File: src/rtl/muldiv_unit.sv
// Iterative radix-2 RV32M multiply/divide unit: 32 cycles per operation on
// operand magnitudes, sign fix-up on the last iteration, divide-by-zero fast path.
module muldiv_unit #(
  parameter int XLEN = 32
) (
  input  logic            clk_i,
  input  logic            rst_i,
  input  logic            start_i,
  input  logic [2:0]      op_i,
  input  logic [XLEN-1:0] srcA_i,
  input  logic [XLEN-1:0] srcB_i,
  output logic            busy_o,
  output logic            done_o,
  output logic [XLEN-1:0] result_o
);

  localparam logic [1:0] ST_IDLE = 2'd0;
  localparam logic [1:0] ST_CALC = 2'd1;
  localparam logic [1:0] ST_DONE = 2'd2;

  localparam logic [2:0] OP_MUL    = 3'b000;
  localparam logic [2:0] OP_MULH   = 3'b001;
  localparam logic [2:0] OP_MULHSU = 3'b010;
  localparam logic [2:0] OP_MULHU  = 3'b011;
  localparam logic [2:0] OP_DIV    = 3'b100;
  localparam logic [2:0] OP_DIVU   = 3'b101;
  localparam logic [2:0] OP_REM    = 3'b110;
  localparam logic [2:0] OP_REMU   = 3'b111;

  logic [1:0]      state_r;
  logic [4:0]      cnt_r;
  logic [2:0]      op_r;
  logic            neg_r;
  logic            rem_neg_r;
  logic [XLEN-1:0] hi_r;
  logic [XLEN-1:0] lo_r;
  logic [XLEN-1:0] opnd_r;
  logic            busy_r;
  logic            done_r;
  logic [XLEN-1:0] result_r;

  logic            signed_a_s;
  logic            signed_b_s;
  logic            a_neg_s;
  logic            b_neg_s;
  logic [XLEN-1:0] mag_a_s;
  logic [XLEN-1:0] mag_b_s;
  logic            div_zero_s;
  logic [XLEN-1:0] fast_res_s;

  logic [XLEN:0]   mul_sum_s;
  logic [XLEN:0]   div_shift_s;
  logic [XLEN+1:0] div_diff_s;
  logic            qbit_s;
  logic [XLEN-1:0] hi_nxt_s;
  logic [XLEN-1:0] lo_nxt_s;
  logic [2*XLEN-1:0] prod_s;
  logic [XLEN-1:0] quot_s;
  logic [XLEN-1:0] rem_s;
  logic [XLEN-1:0] final_res_s;

  // Operand classification and magnitude conversion at request capture.
  always_comb begin
    signed_a_s = (op_i == OP_MULH) || (op_i == OP_MULHSU) || (op_i == OP_DIV) || (op_i == OP_REM);
    signed_b_s = (op_i == OP_MULH) || (op_i == OP_DIV) || (op_i == OP_REM);
    a_neg_s    = signed_a_s & srcA_i[XLEN-1];
    b_neg_s    = signed_b_s & srcB_i[XLEN-1];
    if (a_neg_s) begin
      mag_a_s = ~srcA_i + 32'd1;
    end else begin
      mag_a_s = srcA_i;
    end
    if (b_neg_s) begin
      mag_b_s = ~srcB_i + 32'd1;
    end else begin
      mag_b_s = srcB_i;
    end
    div_zero_s = op_i[2] & (srcB_i == 32'd0);
    // REM/REMU have funct3 bit 1 set; they return the dividend on /0.
    if (op_i[1]) begin
      fast_res_s = srcA_i;
    end else begin
      fast_res_s = {XLEN{1'b1}};
    end
  end

  // One iteration: shift-add multiply (LSB first) or restoring divide (MSB first).
  always_comb begin
    mul_sum_s   = {1'b0, hi_r} + (lo_r[0] ? {1'b0, opnd_r} : 33'd0);
    div_shift_s = {hi_r, lo_r[XLEN-1]};
    div_diff_s  = {1'b0, div_shift_s} - {2'b00, opnd_r};
    qbit_s      = ~div_diff_s[XLEN+1];
    if (op_r[2]) begin
      lo_nxt_s = {lo_r[XLEN-2:0], qbit_s};
      if (qbit_s) begin
        hi_nxt_s = div_diff_s[XLEN-1:0];
      end else begin
        hi_nxt_s = div_shift_s[XLEN-1:0];
      end
    end else begin
      hi_nxt_s = mul_sum_s[XLEN:1];
      lo_nxt_s = {mul_sum_s[0], lo_r[XLEN-1:1]};
    end
  end

  // Sign fix-up and result selection applied on the final iteration.
  always_comb begin
    prod_s = {hi_nxt_s, lo_nxt_s};
    if (neg_r) begin
      prod_s = ~prod_s + 64'd1;
      quot_s = ~lo_nxt_s + 32'd1;
    end else begin
      quot_s = lo_nxt_s;
    end
    if (rem_neg_r) begin
      rem_s = ~hi_nxt_s + 32'd1;
    end else begin
      rem_s = hi_nxt_s;
    end
    case (op_r)
      OP_MUL:    final_res_s = prod_s[XLEN-1:0];
      OP_MULH,
      OP_MULHSU,
      OP_MULHU:  final_res_s = prod_s[2*XLEN-1:XLEN];
      OP_DIV,
      OP_DIVU:   final_res_s = quot_s;
      OP_REM,
      OP_REMU:   final_res_s = rem_s;
      default:   final_res_s = 32'd0;
    endcase
  end

  // Control FSM, datapath registers and registered outputs.
  always_ff @(posedge clk_i or negedge rst_i) begin
    if (!rst_i) begin
      state_r   <= ST_IDLE;
      cnt_r     <= 5'd0;
      op_r      <= 3'd0;
      neg_r     <= 1'b0;
      rem_neg_r <= 1'b0;
      hi_r      <= 32'd0;
      lo_r      <= 32'd0;
      opnd_r    <= 32'd0;
      busy_r    <= 1'b0;
      done_r    <= 1'b0;
      result_r  <= 32'd0;
    end else begin
      case (state_r)
        ST_IDLE: begin
          done_r <= 1'b0;
          if (start_i) begin
            op_r      <= op_i;
            neg_r     <= a_neg_s ^ b_neg_s;
            rem_neg_r <= a_neg_s;
            cnt_r     <= 5'd0;
            hi_r      <= 32'd0;
            if (div_zero_s) begin
              state_r  <= ST_DONE;
              done_r   <= 1'b1;
              result_r <= fast_res_s;
            end else begin
              state_r <= ST_CALC;
              busy_r  <= 1'b1;
              // Multiply keeps the multiplier in lo; divide shifts the dividend out of lo.
              if (op_i[2]) begin
                lo_r   <= mag_a_s;
                opnd_r <= mag_b_s;
              end else begin
                lo_r   <= mag_b_s;
                opnd_r <= mag_a_s;
              end
            end
          end
        end
        ST_CALC: begin
          hi_r  <= hi_nxt_s;
          lo_r  <= lo_nxt_s;
          cnt_r <= cnt_r + 5'd1;
          if (cnt_r == 5'd31) begin
            state_r  <= ST_DONE;
            busy_r   <= 1'b0;
            done_r   <= 1'b1;
            result_r <= final_res_s;
          end
        end
        ST_DONE: begin
          state_r <= ST_IDLE;
          done_r  <= 1'b0;
        end
        default: begin
          state_r <= ST_IDLE;
          busy_r  <= 1'b0;
          done_r  <= 1'b0;
        end
      endcase
    end
  end

  assign busy_o   = busy_r;
  assign done_o   = done_r;
  assign result_o = result_r;

endmodule

File: config.mk
export PLATFORM = sky130hd
export DESIGN_NAME = muldiv_unit
export DESIGN_NICKNAME = d
export VERILOG_FILES = /design/src/rtl/muldiv_unit.sv
export SDC_FILE = /design/constraint.sdc
export NUM_CORES = 1
export LEC_CHECK = 0
export ABC_AREA = 1
export CAP_MARGIN = 20
export CORE_ASPECT_RATIO = 0.6
export CORE_MARGIN = 3
export CORE_UTILIZATION = 45
export DETAILED_ROUTE_END_ITERATION = 7
export HOLD_SLACK_MARGIN = 0.06
export SLEW_MARGIN = 30
export SYNTH_ARGS = -nofsm -noshare
export SYNTH_HDL_FRONTEND = slang
export SYNTH_SLANG_ARGS = --single-unit
File: constraint.sdc
create_clock -name clk_i -period 10.5 [get_ports clk_i]
set_input_delay 1.575 -clock clk_i [delete_from_list [all_inputs] [get_ports clk_i]]
set_output_delay 1.575 -clock clk_i [all_outputs]
set_load 0.03 [all_outputs]
* Yosys cells after proc, flatten, opt, wreduce, memory -nomap -nowiden
Index checks and enable logic that the tools add are counted.
Storage, ports and cells: input bits 70, output and inout port bits 34, logic and storage cells 104, flip-flop bits (word level) 142
Operators by class: muxes and demuxes 36, eq/ne operators 18, reductions and logical operators 19, $add $sub $neg 8, bitwise gates (word level) 12
Operators with widths (count):
- 32-bit two-way mux | 17
- 32-bit case mux with 2 select lines | 3
- 32-bit by 1-bit adder with 32-bit output (second input constant) | 4
- 32-bit NOT | 4
- 32-bit case mux with 4 select lines | 1
- 64-bit by 1-bit adder with 64-bit output (second input constant) | 1
- 64-bit two-way mux | 1
- 64-bit NOT | 1
- 33-bit by 32-bit subtractor with 34-bit output | 1
- 32-bit by 32-bit adder with 33-bit output | 1
- 32-bit logical NOT | 1
- 3-bit equality test (second input constant) | 6
- 5-bit case mux with 2 select lines | 1
- 3-bit by 2-bit equality test with 1-bit output (second input constant) | 3
- 2-bit inequality test (second input constant) | 4
- 4-bit AND reduction | 2
- 3-bit by 1-bit equality test with 1-bit output (second input constant) | 2
- 1-bit two-way mux | 6
- 2-bit two-way mux | 3
- 2-bit AND reduction | 3
- 3-bit AND reduction | 2
- 5-bit by 1-bit adder with 5-bit output (second input constant) | 1
- 5-bit equality test (second input constant) | 1
- 1-bit logical OR | 5
- other kinds (14) | 19

* Logic depth before layout (Yosys ltp)
depth after elaboration 10, mapped depth 30

* Worst setup path after synthesis
No wires, ideal clock.
path type in2reg, start input port srcB_i[0], end register lo_r[27], stages on the path 16, arrival 3.533 ns, data required time 10.435 ns, library setup time 0.065 ns, slack 6.901 ns, cells stage by stage inv_1 -> nand3_1 -> nor2_1 -> nand2_1 -> nor3_1 -> nand4_1 -> nor2_1 -> nand3_1 -> nor3_1 -> nand2_1 -> o21ai_0 -> xnor2_1 -> nand2_1 -> nand3_1 -> o211ai_1 -> nand2_1
Between the ends: longest elaborated chain between the ends 7, elaborated cells between the ends (all ways) 11, those cells by class add/sub (1); eq/ne (1); mux (5); bitwise (2); reduce/logical (2)
RTL lines:
- start: declaration | RTL line 11 | input logic [XLEN-1:0] srcB_i,
- 32-bit NOT | RTL line 74 | mag_b_s = ~srcB_i + 32'd1;
- 32-bit by 1-bit adder with 32-bit output | RTL line 74
- 32-bit two-way mux | RTL line 73 | if (b_neg_s) begin
- 32-bit two-way mux | RTL line 165 | if (op_i[2]) begin
- 32-bit two-way mux | RTL line 157 | if (div_zero_s) begin
- 32-bit two-way mux | RTL line 151 | if (start_i) begin
- 32-bit case mux with 2 select lines | RTL line 148 | case (state_r)
- end signal: assignment | RTL line 166 | lo_r <= mag_a_s;
- end signal: assignment | RTL line 169 | lo_r <= mag_b_s;
- end signal: assignment | RTL line 177 | lo_r <= lo_nxt_s;
- end: declaration | RTL line 36 | logic [XLEN-1:0] lo_r;
Several ways; a longest one is shown, not always the timed one. The select of a mux whose other input is x is not followed. A chain may end at the register's enable or synchronous reset.

* Worst setup path after layout
start register lo_r[0], end register result_r[9], in the netlist result_o[9]
Between the ends: longest elaborated chain between the ends 9, elaborated cells between the ends (all ways) 16, those cells by class add/sub (4); mux (9); bitwise (3)
RTL lines:
- 32-bit two-way mux | RTL line 89 | mul_sum_s = {1'b0, hi_r} + (lo_r[0] ? {1'b0, opnd_r} : 33'd0);
- 32-bit by 32-bit adder with 33-bit output | RTL line 89
- 32-bit two-way mux | RTL line 93 | if (op_r[2]) begin
- 64-bit NOT / 32-bit NOT (equally long branches) | RTL line 110, 116
- 64-bit by 1-bit adder with 64-bit output / 32-bit by 1-bit adder with 32-bit output (equally long branches) | RTL line 110, 116
- 64-bit two-way mux / 32-bit two-way mux (equally long branches) | RTL line 109, 115
- 32-bit case mux with 4 select lines (*) | RTL line 120 | case (op_r)
- 32-bit two-way mux (*) | RTL line 179 | if (cnt_r == 5'd31) begin
- 32-bit case mux with 2 select lines (*) | RTL line 148
- end signal: assignment | RTL line 160 | result_r <= fast_res_s;
- end signal: assignment | RTL line 183 | result_r <= final_res_s;
- end: declaration | RTL line 40 | logic [XLEN-1:0] result_r;
Every way passes the cells marked *; elsewhere a longest branch is shown, timed or not. The select of a mux whose other input is x is not followed.

==> reports/qor.log <==
qor: global_routing.grt_max_degree 76
qor: timing.finalSetupTns 0 ns
qor: synth.synth_warnings 0
qor: clock_network.ctsLongestPathBuffers 2
qor: setup_path.critical_path.max_fanout 32
qor: clock_network.cts-root-buf sky130_fd_sc_hd__clkbuf_16
qor: synth.number_of_enable_type_register_cells_in_the_synthesized_netlist 0
qor: global_routing.first_global_vias 20,140
qor: setup_path.crit_path_start lo_r[0]$_DFFE_PN0P_
qor: flow_run.cap_violations 0
qor: clock_network.cts-hold-fix-buffers 0
qor: finish.layout-drive-gt1-share 5.357%
qor: synth.ys_async_sr_fraction 100.0%
qor: clock_network.postCtsResizedCells 0
qor: placement.placer_s_final_routability_congestion_estimate 1.066
qor: setup_path.worstRegToRegCells 23
qor: placement.dpl.hpwl 76,090 um
qor: setup_path.rr_endpoint result_o[9]$_DFFE_PN0P_
qor: floorplan.die_h 160.9 um
qor: timing.timing_hold_violations_final 0
qor: floorplan.coreArea 39,240 um2
qor: clock_network.post-cts-setup-buffers 0
qor: drt.vias 22,740
qor: finish.area_overhead_of_the_layout_relative_to_synthesis 11.15%
qor: global_routing.antenna_violations_before_repair 3
qor: setup_path.path_class register to register
qor: synth.avgSynthCellArea 5.697 um2
qor: timing.worst-slew-pin-transition 1.089 ns
qor: drt.dr.first_iter.drc_count 3,891
qor: drt.highest-signal-layer met5
qor: finish.finish.net_count 3,340
qor: synth.synth_cell_type_count 61
qor: synth.synth_seq_cells 142
qor: global_routing.globalRouteOverflowTotal 0
qor: timing.finalMaxSlewViolations 0
qor: synth.synth_nets 3,299
qor: clock_network.clock_tree.htree_level_count 4
qor: synth.synth_ff_type sky130_fd_sc_hd__dfrtp_1
qor: global_routing.grtUsageTotal 42.81%
qor: drt.met1_length 41,630 um
qor: timing.period_minus_slack 5.056 ns
qor: timing.max_slew_margin 27.39%
qor: floorplan.die_area 42,480 um2
qor: timing.largest_clock_skew_in_the_final_design 0.01571 ns
qor: setup_path.critical_path_rt 10.89 ns
qor: setup_path.crit_path_end_kind register
qor: setup_path.critPathLaunchType register
qor: timing.highest_clock_rate 197.8 MHz
qor: clock_network.clkLatencyLatePin 0.47 ns
qor: finish.fillers 4,183
qor: setup_path.worst_ep_arrival_time 5.45 ns
qor: setup_path.critical_path.reg2reg.startpoint lo_r[0]$_DFFE_PN0P_
qor: floorplan.boundaryPins 104
qor: synth.seq_area_frac_synth 19.76%
qor: setup_path.r2r_setup_slack 5.44 ns
qor: clock_network.tritoncts done
qor: synth.syn-instance-count 3,157
qor: timing.final.hold.worst_slack 0.4891 ns
qor: timing.setup_violations 0
qor: drt.detail_route.wl_per_cell 25.27 um
qor: drt.drt_drc_violations_left 0
qor: clock_network.cts_inserted_buffers 17
qor: drt.detail_route.wirelength 94,350 um
qor: drt.final_antenna_net_count 0
qor: drt.detail_route.vias_per_cell 6.091
qor: run_status.status complete, no violations
qor: drt.wl_met2 32,600 um
qor: floorplan.die-width 264.1 um
qor: finish.post-route-util 50.94%
qor: placement.port_buffer_count 103
qor: min_path.hp-class register to register
qor: drt.drt_pass1_iterations 7
qor: finish.num_antenna_cells 0
qor: global_routing.grt_pass1_wl 134,000 um
qor: clock_network.clk_pin_slew_worst_paths 0.08 ns
qor: drt.met3_length 18,570 um
qor: floorplan.rows 56
qor: timing.layout_worst_path_cycle_share 48.15%
qor: clock_network.cts.sink_count 142
qor: setup_path.cp-endpoint result_o[9]$_DFFE_PN0P_
qor: synth.synth_cell_area 17,980 um2
qor: timing.rsz0062_at_grt no
qor: floorplan.initial_core_util 45.84%
==> Yosys cell counts (all sizes together), types with 24 or more instances <==
master	n	share of area [%]
xnor2	24	1.2
a21oi	151	4.2
ha	70	4.9
dfrtp	142	20
xor2	86	4.2
nor3	40	1.2
o211ai	25	1.0
buf	39	1.4
nand3	272	7.7
o22ai	50	1.7
clkbuf	71	1.5
nor2	378	8.4
inv	437	9.1
o21ai	246	7.1
nand2	978	21
nand4	40	1.4
==> sequential cells by signal (all words and copies together) (netlist names) <==
name / cells
busy_o: 1
cnt_r: 5
done_o: 1
hi_r: 32
lo_r: 32
neg_r: 1
op_r: 3
opnd_r: 32
rem_neg_r: 1
result_o: 32
state_r: 2
==> metrics by stage <==
step	setup WS, ns	area, um2	cells
after floorplan	6.901	17980	3157
after global placement	5.285	19390	3701
after detailed placement	5.323	19390	3701
after CTS	5.713	19990	3733
after global routing	5.101	19990	3733
final	5.444	19990	3733
==> cell usage in the layout, fill, tap and decap left out, drive strengths merged, types with 3 or more instances in the layout <==
master and instances:
a211oi 8, a21oi 151, a31oi 12, and2 3, buf 31, clkbuf 19, clkdlybuf4s50 101, clkinv 10
dfrtp 142, ha 70, inv 441, nand2 978, nand3 272, nand3b 16, nand4 40, nor2 378
nor3 40, nor4 11, o211ai 25, o21a 4, o21ai 246, o21bai 5, o22ai 50, or2 21
xnor2 24, xor2 86
==> critical path, cell delays in order, from the launching register on <==
cell and delay (ns):
sky130_fd_sc_hd__dfrtp_1 0.41, sky130_fd_sc_hd__buf_4 0.27, sky130_fd_sc_hd__nand2_1 0.10, sky130_fd_sc_hd__inv_1 0.04, sky130_fd_sc_hd__ha_1 0.25, sky130_fd_sc_hd__fa_1 0.49
sky130_fd_sc_hd__nand2_1 0.14, sky130_fd_sc_hd__nand2_1 0.07, sky130_fd_sc_hd__o21ai_0 0.20, sky130_fd_sc_hd__inv_1 0.32, sky130_fd_sc_hd__a21o_1 0.36, sky130_fd_sc_hd__a21oi_1 0.20
sky130_fd_sc_hd__o21ai_0 0.14, sky130_fd_sc_hd__nand3_2 0.24, sky130_fd_sc_hd__inv_2 0.08, sky130_fd_sc_hd__nor2_1 0.12, sky130_fd_sc_hd__nand2_1 0.21, sky130_fd_sc_hd__nor2_1 0.39
sky130_fd_sc_hd__o21ai_1 0.14, sky130_fd_sc_hd__a21oi_1 0.16, sky130_fd_sc_hd__o21ai_1 0.14, sky130_fd_sc_hd__o21ai_1 0.23, sky130_fd_sc_hd__nand2_1 0.11, sky130_fd_sc_hd__a21oi_1 0.15
==> how the worst min path moves through the flow <==
stage	start	to	depth (start not counted)	slack, ns
3_5_place_dp	result_o[17]$_DFFE_PN0P_	result_o[17]$_DFFE_PN0P_	2	0.48
6_report	result_o[17]$_DFFE_PN0P_	result_o[17]$_DFFE_PN0P_	2	0.49
2_1_floorplan	op_r[0]$_DFFE_PN0P_	op_r[0]$_DFFE_PN0P_	2	0.45
4_1_cts	result_o[17]$_DFFE_PN0P_	result_o[17]$_DFFE_PN0P_	2	0.49
3_3_place_gp	result_o[17]$_DFFE_PN0P_	result_o[17]$_DFFE_PN0P_	2	0.47
5_1_grt	result_o[6]$_DFFE_PN0P_	result_o[6]$_DFFE_PN0P_	2	0.52
==> per-layer routing <==
metal,vias to the layer above,track usage (%)
li1,10240,-
met1,10610,64.17
met2,1768,51.44
met3,120,24.70
met4,4,7.541
met5,-,0
==> cell type report <==
type,count,area [um2],area share (%)
well taps,522,653.1,3.267
inverters,441,1659,8.300
clock buffers,19,442.9,2.216
clock inverters,13,153.9,0.7699
multi-input cells,2464,12270,61.40
flip-flops and latches,142,3558,17.80
repair buffers,132,1249,6.247
==> cell families (layout without fill, tap and decap cells) <==
| kind of cell | count (synthesis) | after routing | synth area share (%) |
|---|---|---|---|
| fa+ha+maj | 72 | 72 | 5.093 |
| xor+xnor | 110 | 110 | 5.357 |
| flops | 142 | 142 | 19.76 |
| mux | 2 | 2 | 0.1113 |
| simple gates | 1761 | 1761 | 41.58 |
| buf+inv | 551 | 605 | 12.07 |
| compound gates | 519 | 519 | 16.04 |
Power is left out: the tool's default activity adds up to more than one toggle a clock period on the data nets, which glitch-free logic cannot reach.
